===== src/rtl/traffic_light_pkg.sv =====
// Shared light encodings, monitor phase enum and fault codes for the
// traffic light controller/monitor pair.
package traffic_light_pkg;

  localparam logic [2:0] LIGHT_RED    = 3'b100;
  localparam logic [2:0] LIGHT_YELLOW = 3'b010;
  localparam logic [2:0] LIGHT_GREEN  = 3'b001;

  typedef enum logic [1:0] {
    PH_SYNC   = 2'd0,
    PH_RED    = 2'd1,
    PH_GREEN  = 2'd2,
    PH_YELLOW = 2'd3
  } phase_e;

  localparam logic [2:0] FC_NONE     = 3'd0;
  localparam logic [2:0] FC_ENCODING = 3'd1;
  localparam logic [2:0] FC_ORDER    = 3'd2;
  localparam logic [2:0] FC_SHORT    = 3'd3;
  localparam logic [2:0] FC_LONG     = 3'd4;

  function automatic logic is_one_hot(input logic [2:0] l);
    return (l == LIGHT_RED) || (l == LIGHT_YELLOW) || (l == LIGHT_GREEN);
  endfunction

  // Successor in the R-G-Y cycle; SYNC leads into RED.
  function automatic phase_e next_phase(input phase_e p);
    case (p)
      PH_RED:    return PH_GREEN;
      PH_GREEN:  return PH_YELLOW;
      PH_YELLOW: return PH_RED;
      default:   return PH_RED;
    endcase
  endfunction

  // Light value that corresponds to a phase; SYNC has none.
  function automatic logic [2:0] phase_light(input phase_e p);
    case (p)
      PH_RED:    return LIGHT_RED;
      PH_GREEN:  return LIGHT_GREEN;
      PH_YELLOW: return LIGHT_YELLOW;
      default:   return 3'b000;
    endcase
  endfunction

endpackage


===== src/rtl/traffic_dwell_counter.sv =====
// Dwell counter: counts consecutive samples of the current phase and
// compares against the required dwell for that phase.
module traffic_dwell_counter #(
  parameter int CNT_W = 8
) (
  input  logic             clk,
  input  logic             reset,
  input  logic             clear_to_one,
  input  logic             hold,
  input  logic [CNT_W-1:0] expected,
  output logic             eq,
  output logic             over
);

  logic [CNT_W-1:0] r_count;

  // Load 1 on a new phase, freeze on hold, otherwise count up.
  always_ff @(posedge clk or posedge reset) begin
    if (reset) begin
      r_count <= '0;
    end else if (clear_to_one) begin
      r_count <= CNT_W'(1);
    end else if (!hold) begin
      r_count <= r_count + 1'b1;
    end
  end

  assign eq   = (r_count == expected);
  assign over = (r_count > expected);

endmodule


===== src/rtl/traffic_light_monitor.sv =====
// Passive checker for the traffic light bus: tracks R-G-Y order and dwell,
// latches the first violation and counts completed cycles.
module traffic_light_monitor
  import traffic_light_pkg::*;
#(
  parameter int RED_CYCLES    = 5,
  parameter int GREEN_CYCLES  = 4,
  parameter int YELLOW_CYCLES = 2,
  parameter int CNT_W         = 8
) (
  input  logic        clk,
  input  logic        reset,
  input  logic [2:0]  light,
  output logic [1:0]  phase,
  output logic        fault,
  output logic [2:0]  fault_code,
  output logic        cycle_done,
  output logic [15:0] cycle_count
);

  phase_e      r_phase;
  logic        r_first_red;
  logic        r_fault;
  logic [2:0]  r_fault_code;
  logic        r_cycle_done;
  logic [15:0] r_cycle_count;

  logic [CNT_W-1:0] w_expected;
  logic             w_eq;
  logic             w_over;
  logic [2:0]       w_code;
  logic             w_enter_red;
  logic             w_advance;
  logic             w_stay;
  logic [2:0]       w_cur_light;
  logic [2:0]       w_next_light;

  // Classify the current sample against the tracked phase.
  always_comb begin
    w_expected   = '0;
    w_code       = FC_NONE;
    w_enter_red  = 1'b0;
    w_advance    = 1'b0;
    w_stay       = 1'b0;
    w_cur_light  = phase_light(r_phase);
    w_next_light = phase_light(next_phase(r_phase));
    case (r_phase)
      PH_RED:    w_expected = CNT_W'(RED_CYCLES);
      PH_GREEN:  w_expected = CNT_W'(GREEN_CYCLES);
      PH_YELLOW: w_expected = CNT_W'(YELLOW_CYCLES);
      default:   w_expected = '0;
    endcase
    if (!is_one_hot(light)) begin
      w_code = FC_ENCODING;
    end else if (r_phase == PH_SYNC) begin
      w_enter_red = (light == LIGHT_RED);
    end else if (light == w_cur_light) begin
      // Dwell already at the requirement: one more sample is too long.
      if (w_eq || w_over) w_code = FC_LONG;
      else                w_stay = 1'b1;
    end else if (light == w_next_light) begin
      // The partial RED seen right after SYNC is exempt from the short check.
      if (!(w_eq || w_over) && !r_first_red) w_code = FC_SHORT;
      else                                   w_advance = 1'b1;
    end else begin
      w_code = FC_ORDER;
    end
  end

  traffic_dwell_counter #(
    .CNT_W (CNT_W)
  ) u_dwell (
    .clk          (clk),
    .reset        (reset),
    .clear_to_one (!r_fault && (w_enter_red || w_advance)),
    .hold         (r_fault || !w_stay),
    .expected     (w_expected),
    .eq           (w_eq),
    .over         (w_over)
  );

  // Phase FSM, sticky fault latch and saturating cycle counter.
  always_ff @(posedge clk or posedge reset) begin
    if (reset) begin
      r_phase       <= PH_SYNC;
      r_first_red   <= 1'b0;
      r_fault       <= 1'b0;
      r_fault_code  <= FC_NONE;
      r_cycle_done  <= 1'b0;
      r_cycle_count <= '0;
    end else begin
      r_cycle_done <= 1'b0;
      if (!r_fault) begin
        if (w_code != FC_NONE) begin
          r_fault      <= 1'b1;
          r_fault_code <= w_code;
        end else if (w_enter_red) begin
          r_phase     <= PH_RED;
          r_first_red <= 1'b1;
        end else if (w_advance) begin
          r_phase     <= next_phase(r_phase);
          r_first_red <= 1'b0;
          if (r_phase == PH_YELLOW) begin
            r_cycle_done <= 1'b1;
            if (r_cycle_count != '1) r_cycle_count <= r_cycle_count + 16'd1;
          end
        end
      end
    end
  end

  assign phase       = r_phase;
  assign fault       = r_fault;
  assign fault_code  = r_fault_code;
  assign cycle_done  = r_cycle_done;
  assign cycle_count = r_cycle_count;

endmodule


===== config.mk =====
export PLATFORM = sky130hd
export DESIGN_NAME = traffic_light_monitor
export DESIGN_NICKNAME = d
export VERILOG_FILES = /design/src/rtl/traffic_light_pkg.sv /design/src/rtl/traffic_dwell_counter.sv /design/src/rtl/traffic_light_monitor.sv
export SDC_FILE = /design/constraint.sdc
export NUM_CORES = 1
export LEC_CHECK = 0
export BUFFER_PORTS_ARGS = -buffer_cell sky130_fd_sc_hd__buf_2
export CAP_MARGIN = 5
export CORE_ASPECT_RATIO = 0.75
export CORE_MARGIN = 2
export CORE_UTILIZATION = 50
export CTS_CLUSTER_DIAMETER = 60
export CTS_CLUSTER_SIZE = 25
export DETAILED_ROUTE_END_ITERATION = 10
export HOLD_SLACK_MARGIN = 0.02
export PLACE_DENSITY = 0.71
export SYNTH_ARGS = -nofsm -noshare
export SYNTH_HDL_FRONTEND = slang
export SYNTH_SLANG_ARGS = --single-unit

===== constraint.sdc =====
create_clock -name clk -period 2.5 [get_ports clk]
set_input_delay 0.75 -clock clk [delete_from_list [all_inputs] [get_ports clk]]
set_output_delay 0.75 -clock clk [all_outputs]
set_load 0.02 [all_outputs]

==> results of run 1 <==
layer usage:
layer  wire length, µm  GRT usage  up-vias
li1                  -          -      781
met1              1950      0.296      784
met2              1960      0.321       57
met3               309     0.0521        9
met4                80     0.0935        0
met5                 0          0        -
cell usage after synthesis, types with 3 or more instances:
| cell | instances |
|---|---|
| nand4_1 | 4 |
| nand3_1 | 12 |
| ha_1 | 12 |
| nor3_1 | 15 |
| xor2_1 | 14 |
| a21oi_1 | 4 |
| a21boi_0 | 4 |
| o21ai_0 | 9 |
| nand2_1 | 6 |
| nor2_1 | 8 |
| or4_1 | 3 |
| dfrtp_1 | 32 |
| xnor2_1 | 8 |
| inv_1 | 12 |
| o211ai_1 | 3 |
state kept, by name (all words and copies together), names as in the netlist:
register and flops:
fault 1, cycle_count 16, fault_code 3, cycle_done 1, phase 2, u_dwell.r_count 8
r_first_red 1
through the flow:
step / instances / total power, mW / TNS, ns / instance area (µm²)
detailed placement: 274 / 0.573 / 0 / 2250
global placement: 274 / 0.571 / 0 / 2250
CTS: 282 / 0.948 / 0 / 2340
floorplan: 190 / 0.558 / 0 / 2000
global route: 285 / 0.977 / -0.0205 / 2420
finish: 285 / 0.936 / 0 / 2420
kinds of logic after synthesis:
| kind of cell | synth area share |
|---|---|
| mux | 0.0349 |
| simple gates | 0.215 |
| compound gates | 0.124 |
| flops | 0.406 |
| fa+ha+maj | 0.0762 |
| buf+inv | 0.0451 |
| xor+xnor | 0.0978 |
area by class of cell:
| cell class | instances | area (µm²) |
|---|---|---|
| repair buffers | 42 | 264 |
| flip-flops and latches | 32 | 803 |
| well taps | 52 | 65.1 |
| clock inverters | 1 | 5.00 |
| inverters | 12 | 45.0 |
| clock buffers | 7 | 76.3 |
| fillers | 308 | 1290 |
| multi-input cells | 139 | 1160 |
path summary, 6_finish.rpt:
path	from	to	cells after the start
min	cycle_count[10]$_DFFE_PP0P_	cycle_count[10]$_DFFE_PP0P_	1
min reg2reg	cycle_count[10]$_DFFE_PP0P_	cycle_count[10]$_DFFE_PP0P_	1
max reg2reg	phase[0]$_DFFE_PP0P_	phase[1]$_DFFE_PP0P_	9
max	phase[0]$_DFFE_PP0P_	phase[1]$_DFFE_PP0P_	9
min in group asynchronous	reset	cycle_count[3]$_DFFE_PP0P_	3
max in group asynchronous	reset	phase[0]$_DFFE_PP0P_	3
what timing repair did:
item | in CTS | in global routing
hold endpoints to repair | 0 | 0
endpoints found under the setup margin | 4 | 19
gates resized for setup | 0 | 11
pin swaps | 2 | 4
buffers inserted | 0 | 3
power by group:
group / total (mW) / internal (mW) / switching [mW]
Clock: 0.373 / 0.195 / 0.178
Combinational: 0.0454 / 0.0146 / 0.0308
Sequential: 0.518 / 0.518 / 0
==> metrics.csv, run 1 <==
metric;value;unit
die_area;4460;µm²
via_per_inst;5.72;
holdWs;0.491;ns
cts_tree;done;
synth_area_per_cell;10.4;µm²
setup_ws;0.0682;ns
crit_buf_inv;3;
grt_setup_unrepaired;yes;
regToRegSetupSlack;0.07;ns
numCtsBuffers;5;
slew-limit-headroom;0.620;
timing.final.crit_share;0.973;
dpl.hpwl;3.21;mm
async_reset_ff_frac;1.00;
seq_area_frac_synth;0.406;
drive_above_1_share;0.326;
crit_path_max_fanout;5;
required;2.72;ns
fin_crit;2.43;ns
drv_slew;0;
crit_family;simple AND/OR/NAND/NOR gates;
cpPeakStageDelay;0.49;ns
synth_top_area_share;0.406;
portBuffers;27;
firstDrtPassIters;4;
start_util;0.531;
grt_max_degree;33;
cap_violations;0;
setup_viol;0;
cp_common_cell;buf_4;
synth_area_leader_cell;dfrtp_1;
hold_viol_final;0;
final_common_cell;dfrtp_1;
mappedNetlistArea;1970;µm²
grt_first_pass_wirelength;7.31;mm
rows;19;
hold_buffers;0;
yosysUniqueCellTypes;50;
synth_edf_count;0;
via_count;1631;
grt_pass1_vias;1568;
slowest_stage;or4_1;
postLayoutCoreUtil;0.651;
die_h;58.4;µm
hold_path.class;reg2reg;
clk_latency;0.28;ns
diodes;0;
drtIter0Drc;114;
grt_antenna_before_repair;0;
cp_data_arrival_time;2.65;ns
status;complete, no violations;
io_pins;28;
layout_common_cells;dfrtp_1, buf_2, xor2_1;
core-area;3710;µm²
synth_ff_type;dfrtp_1;
yosys_register_bits;32;
endpoint_kind;flip-flop;
vdd_drop_max;368;µV
cts_max_path_buffers;2;
grtUsageTotal;0.212;
power_density;388;nW/µm²
drc;0;
synth_nets;207;
nets;249;
leakagePower;1.21;nW
cts.sinks;32;
antenna_left;0;
totalWireLength;4.30;mm
yosysWarnings;0;
grt_overflow;0;
avgRoutedWirePerCell;15.1;µm
path_class;reg2reg;
syn2layout_area_growth;22.6;%
worst_pin_slew;0.554;ns
synth_cells;190;
clockRootBuffer;clkbuf_8;
critPathLaunchType;flip-flop;
htreeDepth;2;
crit_chain;buf_4 -> ha_2 -> buf_4 -> xor2_1 -> nor3_4 -> o2111ai_4 -> buf_4 -> or4_1 -> nand3_1;
post-place-ws;0.00465;ns
place_congestion;0.851;
finClkSkew;0.00552;ns
synthTopCellsByArea;dfrtp_1, ha_1, xor2_1;
timing.fmax;411;MHz
die_w;76.5;µm
path_clk_slew;0.06;ns
(Power assumes the default switching activity.)
==> inputs of run 2 (changes only) <==
--- a/config.mk
+++ b/config.mk
@@ -8,13 +8,13 @@
 export BUFFER_PORTS_ARGS = -buffer_cell sky130_fd_sc_hd__buf_2
 export CAP_MARGIN = 5
 export CORE_ASPECT_RATIO = 0.75
-export CORE_MARGIN = 2
-export CORE_UTILIZATION = 50
+export CORE_MARGIN = 4
+export CORE_UTILIZATION = 40
 export CTS_CLUSTER_DIAMETER = 60
-export CTS_CLUSTER_SIZE = 25
+export CTS_CLUSTER_SIZE = 8
 export DETAILED_ROUTE_END_ITERATION = 10
 export HOLD_SLACK_MARGIN = 0.02
-export PLACE_DENSITY = 0.71
+export PLACE_DENSITY = 0.58
 export SYNTH_ARGS = -nofsm -noshare
 export SYNTH_HDL_FRONTEND = slang
 export SYNTH_SLANG_ARGS = --single-unit
==> run 2 against run 1 <==
Final cell count grew 0.35%. Register-to-register slack improved by 0.04 ns. Sequential power hardly changed. Non-clock buffer count fell by 4. Final area is 2.2% lower. Utilization is 14 points lower. Die area increased by 37%. Fmax grew 1.7%. Sequential share of layout area up 0.76 points. Critical path type unchanged. Largest cell class unchanged. Highest routed layer unchanged.
==> metrics.csv, run 2 (synthesis results as in run 1) <==
metric;value;unit;change
place_congestion;0.842;;was 0.851
post-place-ws;0.0193;ns;was 0.00465 ns
power.total;0.988;mW;was 0.936 mW
cts_tree;done;;unchanged
diodes;0;;unchanged
vdd_drop_max;226;µV;was 368 µV
cts_max_path_buffers;2;;unchanged
multi_input_area;1110;µm²;was 1160 µm²
holdWs;0.495;ns;was 0.491 ns
via_per_inst;5.55;;was 5.72
clkPwrFrac;0.432;;was 0.398
hold_path.class;reg2reg;;unchanged
fin_crit;2.39;ns;was 2.43 ns
status;complete, no violations;;unchanged
slew-limit-headroom;0.679;;was 0.620
die_area;6130;µm²;was 4460 µm²
place_area;2250;µm²;about the same
drc;0;;unchanged
critPathLaunchType;flip-flop;;unchanged
worst_pin_slew;0.469;ns;was 0.554 ns
io_pins;28;;unchanged
largest_reg_flops;16;;unchanged
die_h;68.8;µm;was 58.4 µm
fill_cells;417;;was 308
final_common_cell;dfrtp_1;;unchanged
setup_viol;0;;unchanged
gr-usage-met1;0.225;;was 0.296
p_switching;0.234;mW;was 0.209 mW
drv_slew;0;;unchanged
grt_antenna_before_repair;0;;unchanged
clockRootBuffer;clkbuf_8;;unchanged
timing.final.crit_share;0.956;;was 0.973
setup_ws;0.109;ns;was 0.0682 ns
grt_pass1_vias;1541;;was 1568
power_density;418;nW/µm²;was 388 nW/µm²
portBuffers;27;;unchanged
start_util;0.429;;was 0.531
grtUsageTotal;0.159;;was 0.212
seqPwrFrac;0.524;;was 0.553
top_usage_layer;met2;;unchanged
seqCellArea;803;µm²;unchanged
nets;245;;was 249
cts.sinks;32;;unchanged
hold_buffers;0;;unchanged
via_count;1586;;was 1631
path_class;reg2reg;;unchanged
htreeDepth;2;;unchanged
antenna_left;0;;unchanged
grt_first_pass_wirelength;7.40;mm;was 7.31 mm
grt_overflow;0;;unchanged
cp_data_arrival_time;2.57;ns;was 2.65 ns
regToRegSetupSlack;0.11;ns;was 0.07 ns
grt_max_degree;33;;unchanged
endpoint_kind;flip-flop;;unchanged
rows;21;;was 19
syn2layout_area_growth;19.9;%;was 22.6%
totalWireLength;4.49;mm;was 4.30 mm
core-area;4600;µm²;was 3710 µm²
dpl.hpwl;3.34;mm;was 3.21 mm
swShare;0.237;;was 0.223
p_comb_frac;0.045;;was 0.048
crit_path_max_fanout;16;;was 5
grt_setup_unrepaired;yes;;unchanged
numCtsBuffers;5;;unchanged
numPlacedInstances;277;;was 274
die_w;89.1;µm;was 76.5 µm
layout_common_cells;dfrtp_1, buf_2, xor2_1;;unchanged
final_area;2360;µm²;was 2420 µm²
drtIter0Drc;70;;was 114
firstDrtPassIters;4;;unchanged
hold_viol_final;0;;unchanged
use_met2;0.234;;was 0.321
leakagePower;1.17;nW;was 1.21 nW
clk_latency;0.29;ns;was 0.28 ns
path_clk_slew;0.07;ns;was 0.06 ns
met3_usage;0.0439;;was 0.0521
timing.fmax;418;MHz;was 411 MHz
finClkSkew;0.0105;ns;was 0.00552 ns
cap_violations;0;;unchanged
drive_above_1_share;0.306;;was 0.326
p_int;0.754;mW;was 0.727 mW
required;2.68;ns;was 2.72 ns
post_layout_nonfiller_instances;286;;was 285
avgRoutedWirePerCell;15.7;µm;was 15.1 µm
run 2: changes by cell type in the layout (fill, tap and decap cells not counted), moves of 2 or more:
cell / delta
nor3_4: -2
clkinvlp_4: +2
nor3_2: +2
ha_1: +2
clkbuf_1: -2
buf_4: -3
run 2: path summary, 6_finish.rpt:
check | start | endpoint | cells after the start
max | phase[1]$_DFFE_PP0P_ | cycle_count[1]$_DFFE_PP0P_ | 10
min | cycle_count[10]$_DFFE_PP0P_ | cycle_count[10]$_DFFE_PP0P_ | 1
max reg2reg | phase[1]$_DFFE_PP0P_ | cycle_count[1]$_DFFE_PP0P_ | 10
min reg2reg | cycle_count[10]$_DFFE_PP0P_ | cycle_count[10]$_DFFE_PP0P_ | 1
max in group asynchronous | reset | phase[1]$_DFFE_PP0P_ | 3
min in group asynchronous | reset | cycle_count[3]$_DFFE_PP0P_ | 3
run 2: worst max-delay path: stages, from the launching register on:
cell,delay (ns)
dfrtp_2,0.40
inv_2,0.07
ha_4,0.27
inv_1,0.05
ha_1,0.26
o21ai_0,0.09
o211ai_2,0.21
o2111ai_2,0.19
buf_12,0.21
nor3_4,0.21
mux2_4,0.31
run 2: metrics by stage:
step            util  TNS, ns
2_1_floorplan      -        0
3_3_place_gp   0.488        0
3_5_place_dp   0.488        0
4_1_cts        0.510        0
5_1_grt        0.514  -0.0165
6_report       0.514        0
run 2: area by class of cell:
type                            instances  share of cell area
Multi-Input combinational cell        139               0.472
Sequential cell                        32               0.340
Timing Repair Buffer                   38              0.0975
Clock buffer                            6              0.0350
Tap cell                               57              0.0302
Inverter                               12              0.0191
Clock inverter                          2             0.00636
run 2: repair_timing:
action                     CTS  global route
gates resized for setup      0             2
pin swaps                    1             1
setup buffers                0             1
setup endpoints to repair    1            15
run 2: layer usage:
| metal | routed length [µm] | vias up | share of wire |
|---|---|---|---|
| met5 | 0 | - | 0 |
| li1 | - | 774 | - |
| met1 | 2220 | 761 | 0.49 |
| met4 | 39 | 0 | 0.0087 |
| met3 | 261 | 7 | 0.058 |
| met2 | 1970 | 44 | 0.44 |
run 2: power groups by stage:
stage / logic (mW) / registers, mW / clock network (mW)
global route: 0.0497 / 0.517 / 0.456
global placement: 0.0434 / 0.527 / 0
finish: 0.0441 / 0.517 / 0.426
CTS: 0.0448 / 0.517 / 0.437
detailed placement: 0.0446 / 0.527 / 0
floorplan: 0.0305 / 0.527 / 0
==> inputs of run 3 (changes only) <==
--- a/config.mk
+++ b/config.mk
@@ -7,13 +7,14 @@
 export LEC_CHECK = 0
 export BUFFER_PORTS_ARGS = -buffer_cell sky130_fd_sc_hd__buf_2
 export CAP_MARGIN = 5
-export CORE_ASPECT_RATIO = 0.75
+export CORE_ASPECT_RATIO = 1.25
 export CORE_MARGIN = 4
 export CORE_UTILIZATION = 40
 export CTS_CLUSTER_DIAMETER = 60
 export CTS_CLUSTER_SIZE = 8
 export DETAILED_ROUTE_END_ITERATION = 10
 export HOLD_SLACK_MARGIN = 0.02
+export MAX_ROUTING_LAYER = met4
 export PLACE_DENSITY = 0.58
 export SYNTH_ARGS = -nofsm -noshare
 export SYNTH_HDL_FRONTEND = slang
==> run 3 against run 2 <==
Flip-flop and latch count unchanged. Critical path type unchanged. Sequential power about the same. Critical endpoint is now phase[1]$_DFFE_PP0P_. Via count decreased by 1.5%. Highest routed layer unchanged.
==> metrics.csv, run 3 (synthesis results as in run 1) <==
metric;value;unit;change
status;complete, no violations;;unchanged
gr-usage-met1;0.170;;was 0.225
diodes;0;;unchanged
cpPeakStageDelay;0.47;ns;was 0.40 ns
portBuffers;27;;unchanged
nets;250;;was 245
drc;0;;unchanged
avgRoutedWirePerCell;14.9;µm;was 15.7 µm
regToRegSetupSlack;0.08;ns;was 0.11 ns
hold_depth;1;;unchanged
firstDrtPassIters;4;;unchanged
numPlacedInstances;282;;was 277
hold_path.class;reg2reg;;unchanged
io_pins;28;;unchanged
worstHoldStart;cycle_count[10]$_DFFE_PP0P_;;unchanged
cts_tree;done;;unchanged
fin_crit;2.42;ns;was 2.39 ns
met3_usage;0.0348;;was 0.0439
timing.final.crit_share;0.966;;was 0.956
power_density;399;nW/µm²;was 418 nW/µm²
crit_path_max_fanout;11;;was 16
via_per_inst;5.32;;was 5.55
crit_chain;inv_2 -> ha_4 -> inv_1 -> ha_1 -> o21ai_0 -> o211ai_2 -> o2111ai_4 -> buf_12 -> or4_1 -> nand3_1;;was inv_2 -> ha_4 -> inv_1 -> ha_1 -> o21ai_0 -> o211ai_2 -> o2111ai_2 -> buf_12 -> nor3_4 -> mux2_4
clk_latency;0.28;ns;was 0.29 ns
clockRootBuffer;clkbuf_8;;unchanged
timing.fmax;414;MHz;was 418 MHz
place_congestion;0.812;;was 0.842
endpoint_kind;flip-flop;;unchanged
totalWireLength;4.38;mm;was 4.49 mm
grt_setup_unrepaired;yes;;unchanged
r2r-end;phase[1]$_DFFE_PP0P_;;was cycle_count[1]$_DFFE_PP0P_
setup_viol;0;;unchanged
required;2.71;ns;was 2.68 ns
leakagePower;1.21;nW;was 1.17 nW
rows;28;;was 21
finClkSkew;0.00429;ns;was 0.0105 ns
drtIter0Drc;61;;was 70
die_w;70.8;µm;was 89.1 µm
grt_antenna_before_repair;0;;unchanged
start_util;0.414;;was 0.429
die_h;86.5;µm;was 68.8 µm
vdd_drop_max;263;µV;was 226 µV
drv_slew;0;;unchanged
hold_buffers;0;;unchanged
post_layout_nonfiller_instances;294;;was 286
grt_overflow;0;;unchanged
antenna_left;0;;unchanged
use_met2;0.262;;was 0.234
path_clk_slew;0.06;ns;was 0.07 ns
die_area;6120;µm²;was 6130 µm²
largest_reg_flops;16;;unchanged
syn2layout_area_growth;24.4;%;was 19.9%
dpl.hpwl;3.13;mm;was 3.34 mm
cp_data_arrival_time;2.63;ns;was 2.57 ns
slew-limit-headroom;0.650;;was 0.679
core-area;4760;µm²;was 4600 µm²
critPathLaunchType;flip-flop;;unchanged
grt_pass1_vias;1605;;was 1541
numCtsBuffers;5;;unchanged
postLayoutCoreUtil;0.515;;was 0.514
final_common_cell;dfrtp_1;;unchanged
r2r_start;phase[1]$_DFFE_PP0P_;;unchanged
cts.sinks;32;;unchanged
hold_end;cycle_count[10]$_DFFE_PP0P_;;unchanged
via_count;1563;;was 1586
htreeDepth;2;;unchanged
layout_common_cells;dfrtp_1, buf_2, xor2_1;;unchanged
grtUsageTotal;0.152;;was 0.159
cap_violations;0;;unchanged
worst_pin_slew;0.511;ns;was 0.469 ns
ff2ff_path_depth;10;;unchanged
path_class;reg2reg;;unchanged
cts_max_path_buffers;2;;unchanged
hold_viol_final;0;;unchanged
slowest_stage;or4_1;;was dfrtp_2
grt_max_degree;33;;unchanged
drive_above_1_share;0.321;;was 0.306
top_usage_layer;met2;;unchanged
grt_first_pass_wirelength;7.17;mm;was 7.40 mm
==> run 3: cell type report <==
type / instances / area (µm²)
Inverter: 12 / 45.0
Timing Repair Buffer: 43 / 298
Tap cell: 60 / 75.1
Sequential cell: 32 / 803
Fill cell: 473 / 2310
Clock buffer: 8 / 90.1
Multi-Input combinational cell: 139 / 1140
==> run 3: critical path, delay by kind of cell (launching register included) <==
| family | cells | cell delay [ns] |
|---|---|---|
| buffers and inverters | 3 | 0.33 |
| adder cells (fa/ha/maj) | 2 | 0.53 |
| flip-flops | 1 | 0.40 |
| AO/OA/AOI/OAI | 3 | 0.50 |
| AND/OR/NAND/NOR | 2 | 0.57 |
==> run 3: report_power, final <==
group | switching (mW) | total, mW | internal, mW
Clock | 0.186 | 0.410 | 0.224
Sequential | 0 | 0.518 | 0.518
Combinational | 0.0325 | 0.0511 | 0.0187
==> run 3: stage by stage <==
stage | setup slack [ns] | hold WS [ns] | power [mW] | setup TNS (ns) | cell area [µm²]
after global routing | -0.0180 | 0.509 | 1.02 | -0.0364 | 2450
final | 0.0848 | 0.485 | 0.979 | 0 | 2450
after CTS | 0.0222 | 0.489 | 0.995 | 0 | 2370
after detailed placement | 0.0350 | 0.478 | 0.578 | 0 | 2280
after global placement | 0.0606 | 0.484 | 0.579 | 0 | 2280
after floorplan | 0.0120 | 0.496 | 0.558 | 0 | 2000
==> run 3: worst max path at each step <==
stage / startpoint / end / slack (ns) / depth (start not counted)
floorplan: phase[0]$_DFFE_PP0P_ / cycle_count[14]$_DFFE_PP0P_ / 0.01 / 10
global placement: phase[1]$_DFFE_PP0P_ / fault_code[1]$_DFFE_PP0P_ / 0.06 / 9
detailed placement: phase[1]$_DFFE_PP0P_ / cycle_count[1]$_DFFE_PP0P_ / 0.03 / 10
CTS: phase[1]$_DFFE_PP0P_ / cycle_count[1]$_DFFE_PP0P_ / 0.02 / 10
global route: phase[1]$_DFFE_PP0P_ / phase[0]$_DFFE_PP0P_ / -0.02 / 10
finish: phase[1]$_DFFE_PP0P_ / phase[1]$_DFFE_PP0P_ / 0.08 / 10
==> run 3: layer usage <==
layer  share of wire  vias up  wire [µm]
li1                -      772          -
met1            0.45      757       1960
met2            0.50       27       2210
met3           0.030        7        132
met4           0.018        0         79
met5               0        -          0
==> run 3: what timing repair did <==
action                                  CTS  global route
setup buffers                             0             3
resized for setup                         0             6
endpoints found under the setup margin    0            11
endpoints found under the hold margin     0             0
